<file path="src/rtl/sp_ram_arb.sv">
// Two-master arbiter in front of a single-port RAM with one-cycle read latency.
// Optional macro SP_RAM_ARB_RR_EN selects round-robin arbitration (default: master 1 wins contention).
module sp_ram_arb #(
    parameter int ADDR_WIDTH = 15,
    parameter int DATA_WIDTH = 32
) (
    input  logic                           clk,
    input  logic                           rstn_i,
    input  logic [1:0]                     req_i,
    input  logic [1:0][ADDR_WIDTH-1:0]     addr_i,
    input  logic [1:0]                     we_i,
    input  logic [1:0][DATA_WIDTH/8-1:0]   be_i,
    input  logic [1:0][DATA_WIDTH-1:0]     wdata_i,
    output logic [1:0]                     gnt_o,
    output logic [1:0]                     rvalid_o,
    output logic [1:0][DATA_WIDTH-1:0]     rdata_o,
    output logic                           ram_en_o,
    output logic                           ram_we_o,
    output logic [ADDR_WIDTH-1:0]          ram_addr_o,
    output logic [DATA_WIDTH-1:0]          ram_wdata_o,
    output logic [DATA_WIDTH/8-1:0]        ram_be_o,
    input  logic [DATA_WIDTH-1:0]          ram_rdata_i
);

    logic       w_sel;
    logic [1:0] w_gnt;
    logic       r_vld;
    logic       r_owner;
    logic       r_we;

`ifdef SP_RAM_ARB_RR_EN
    logic r_ptr;

    // Pointer names the preferred master; it moves away after that master is served.
    assign w_sel = (req_i == 2'b11) ? r_ptr : req_i[1];

    always_ff @(posedge clk or negedge rstn_i) begin
        if (!rstn_i) begin
            r_ptr <= 1'b0;
        end else if (|w_gnt && (w_sel == r_ptr)) begin
            r_ptr <= ~r_ptr;
        end
    end
`else
    assign w_sel = req_i[1];
`endif

    // Grants are suppressed while reset is held so the RAM sees no stray access.
    assign w_gnt       = (rstn_i && |req_i) ? (w_sel ? 2'b10 : 2'b01) : 2'b00;
    assign gnt_o       = w_gnt;
    assign ram_en_o    = |w_gnt;
    assign ram_we_o    = ram_en_o & we_i[w_sel];
    assign ram_addr_o  = addr_i[w_sel];
    assign ram_wdata_o = wdata_i[w_sel];
    assign ram_be_o    = be_i[w_sel];

    always_ff @(posedge clk or negedge rstn_i) begin
        if (!rstn_i) begin
            r_vld   <= 1'b0;
            r_owner <= 1'b0;
            r_we    <= 1'b0;
        end else begin
            r_vld <= |w_gnt;
            if (|w_gnt) begin
                r_owner <= w_sel;
                r_we    <= we_i[w_sel];
            end
        end
    end

    genvar gi;
    generate
        for (gi = 0; gi < 2; gi++) begin : g_master
            logic                  w_rsp;
            logic                  w_rd_rsp;
            logic [DATA_WIDTH-1:0] r_hold;

            assign w_rsp       = r_vld && (r_owner == 1'(gi));
            assign w_rd_rsp    = w_rsp && !r_we;
            assign rvalid_o[gi] = w_rsp;
            // Live RAM data is forwarded on the response cycle; the copy holds it afterwards.
            assign rdata_o[gi]  = w_rd_rsp ? ram_rdata_i : r_hold;

            always_ff @(posedge clk or negedge rstn_i) begin
                if (!rstn_i) begin
                    r_hold <= '0;
                end else if (w_rd_rsp) begin
                    r_hold <= ram_rdata_i;
                end
            end
        end
    endgenerate

endmodule

</file>
<file path="config.mk">
export PLATFORM = sky130hd
export DESIGN_NAME = sp_ram_arb
export DESIGN_NICKNAME = d
export VERILOG_FILES = /design/src/rtl/sp_ram_arb.sv
export SDC_FILE = /design/constraint.sdc
export NUM_CORES = 1
export LEC_CHECK = 0
export BUFFER_PORTS_ARGS = -buffer_cell sky130_fd_sc_hd__buf_4
export CORE_UTILIZATION = 30
export CTS_BUF_LIST = sky130_fd_sc_hd__clkbuf_16
export CTS_CLUSTER_SIZE = 30
export DETAILED_ROUTE_END_ITERATION = 8
export GPL_TIMING_DRIVEN = 0
export HOLD_SLACK_MARGIN = 0.03
export PLACE_DENSITY = 0.68
export SLEW_MARGIN = 30
export SYNTH_ARGS = -nofsm -noshare
export SYNTH_HDL_FRONTEND = slang
export SYNTH_SLANG_ARGS = --single-unit
export TNS_END_PERCENT = 20
</file>
<file path="constraint.sdc">
create_clock -name clk -period 1.5 [get_ports clk]
set_input_delay 0.075 -clock clk [delete_from_list [all_inputs] [get_ports clk]]
set_output_delay 0.075 -clock clk [all_outputs]
set_load 0.02 [all_outputs]
</file>
==> flow_metrics.py <==
metrics = {
    "run_status": {
        "status": "complete, but fails checks",
        "violations": "negative hold slack, negative setup slack",
    },
    "layout": {
        "area_growth_pct": 92.27,
        "drive_gt1_share_pct": 79.31,
        "nNetsFinal": 658,
        "antennaDiodeCount": 0,
        "fillers": 854,
    },
    "floorplan": {
        "core_area_mm2": 0.01032,
        "die_w_um": 105.3,
        "floorplan.rows": 37,
        "die_h_um": 105.3,
        "die_area_mm2": 0.01109,
        "io_pins": 261,
        "start_util_pct": 31.03,
    },
    "global_route": {
        "grt_pass1_wl_mm": 17.58,
        "grt_max_degree": 73,
        "grt_overflow": 0,
        "antenna_found_initial": 0,
        "grt_pass1_vias": 3174,
        "grt_usage_pct": 20.98,
    },
    "clock_tree": {
        "clk_latency_ns": 0.32,
        "clock_sinks": 67,
        "cts_buffers": 9,
        "clk_path_buf_depth": 2,
        "root_buffer": "clkbuf_16",
        "clk_pin_slew_worst_paths_ns": 0.06,
        "cts_tree": "done",
        "cts.htree.levels": 3,
        "hold_buffers": 32,
    },
    "synthesis": {
        "ys_seq_area_share_pct": 52.34,
        "yosys-top-cells-count": "113 x mux2_2, 67 x dfrtp_1, 6 x buf_2, 6 x buf_6, 3 x nand2_1",
        "ys.warnings.count": 0,
        "syn_area_per_cell_um2": 15.18,
        "synthFlopType": "dfrtp_1",
        "async_flop_share_pct": 100.0,
        "synth_most_common_cell": "mux2_2",
        "synth_top_area_share_pct": 52.34,
        "syn_nets": 351,
        "ys_seq_elements": 67,
        "ys_types": 19,
        "syn_area_mm2": 0.003203,
        "synth_largest_area_cell": "dfrtp_1",
        "syn_inst": 211,
        "synthTopCellsByArea": "dfrtp_1 52%, mux2_2 40%, buf_6 2.1%",
        "synth-edff-count": 0,
    },
    "critical_path": {
        "startpoint_type": "flop",
        "endpoint_kind": "primary output",
        "critPathRequiredTime_ns": 1.42,
        "worst-setup-path-type": "flop to primary output",
        "r2r_start": "r_owner",
        "r2r_slack_ns": 0.09,
        "worstPathMaxFanout": 10,
        "worstRegToRegCells": 4,
        "worstReg2RegEnd": "g_master[0].r_hold[24]",
        "critPathArrivalTime_ns": 1.78,
    },
    "sta": {
        "setup_viol": 64,
        "slew_viol_final": 0,
        "setup_ws_ns": -0.3520,
        "post-route-min-period_ns": 1.852,
        "fmax_ghz": 0.5399,
        "hold_slack_ns": -0.2412,
        "tightest_slew_ns": 0.6259,
        "rsz0062_at_grt": "true",
        "fin_worst_skew_ns": 0.005558,
        "finalHoldViolCount": 67,
        "min_period_over_period_pct": 123.5,
        "slew_headroom_pct": 58.28,
    },
    "power_and_ir_drop": {
        "p_leak_nw": 3.033,
        "power.density_mw_per_mm2": 1438,
        "finalPower_w": 0.008857,
        "peakVddDrop_mv": 0.8041,
    },
    "place": {
        "place_ws_ns": -0.1501,
        "io_buffers": 260,
        "hpwl_mm": 8.872,
        "gp_congestion": 0.8999,
    },
    "job": {
        "maxCapViolCount": 0,
    },
    "detailed_routing": {
        "vias": 2965,
        "firstDrtPassIters": 5,
        "wirelength_mm": 11.51,
        "drc": 0,
        "wire_per_inst_um": 17.49,
        "drtAntennaViolNets": 0,
        "vias_per_cell": 4.506,
        "drt_iter0_drc": 65,
    },
    "min_path": {
        "hold_class": "primary input to async pin",
    },
}
[worst max-delay path, cell delays in order, from the launching register on]
cell     delay (ns)
dfrtp_2        0.44
nor3b_4        0.18
buf_6          0.17
buf_12         0.14
mux2_2         0.36
buf_4          0.16
[kinds of logic after synthesis]
family,Yosys count,synth area share [%]
and+or+nand+nor,10,2.500
AOI/OAI and AO/OA,4,1.094
muxes,115,40.43
DFF,67,52.34
buffers and inverters,15,3.632
[power breakdown]
part | switching [W] | internal, W
sequential | 0.000174 | 0.00245
clock | 0.000761 | 0.00145
combinational | 0.00196 | 0.00207
total | 0.00289 | 0.00596
[metal layers]
metal,vias up,global-route usage (%),share of wire [%]
met5,-,0,0
met4,0,6.036,1.7
met3,15,7.174,7.8
met2,137,36.23,51
met1,1442,24.58,40
li1,1371,-,-
[flip-flops by register name (all words and copies together) (netlist names)]
register	count
g_master.r_hold	64
r_owner	1
r_vld	1
r_we	1
[timing repair]
item	in CTS	in global routing
endpoints found under the setup margin	95	64
hold endpoints to repair	131	67
setup buffers	3	1
gates resized for setup	31	13
pin swaps	1	1
[cell usage in the layout, fill, tap and decap left out, types with 2 or more instances in the layout]
master         netlist  routed
buf_4                2     247
mux2_2             113     100
dfrtp_1             67      66
dlygate4sd3_1        0      32
buf_6                6      21
mux2_4               0      14
clkbuf_16            0       9
buf_2                6       6
buf_12               0       4
nand2_1              3       3
clkinvlp_4           0       2
bufinv_16            0       2
[per-stage QoR]
step | setup TNS (ns) | cell area, um^2 | std cells | util (%) | hold slack [ns]
CTS | -21.30 | 6102 | 657 | 59.11 | -0.2202
finish | -18.72 | 6158 | 658 | 59.65 | -0.2412
global placement | -5.344 | 5325 | 607 | 51.58 | 0.2430
global route | -23.54 | 6158 | 658 | 59.65 | -0.1974
floorplan | 0 | 3203 | 211 | - | -0.2206
detailed placement | -6.431 | 5325 | 607 | 51.58 | 0.2547
[cell type report]
type	instances	area, um^2	area share (%)
Buffer	14	147.6	2.397
Clock buffer	9	225.2	3.657
Clock inverter	6	88.84	1.443
Inverter	1	3.754	0.06095
Multi-Input combinational cell	129	1471	23.89
Sequential cell	67	1678	27.25
Tap cell	136	170.2	2.763
Timing Repair Buffer	296	2374	38.54
[how the worst max path moves through the flow]
stage | startpoint | to | depth (start not counted)
after floorplan | r_owner | g_master[0].r_hold[1] | 3
after global placement | r_owner | rdata_o[12] | 4
after detailed placement | r_owner | rdata_o[5] | 4
after CTS | r_owner | rdata_o[24] | 5
after global routing | r_vld | rdata_o[18] | 5
final | r_owner | rdata_o[18] | 5
Note: power is estimated with default switching activity, not from simulation.
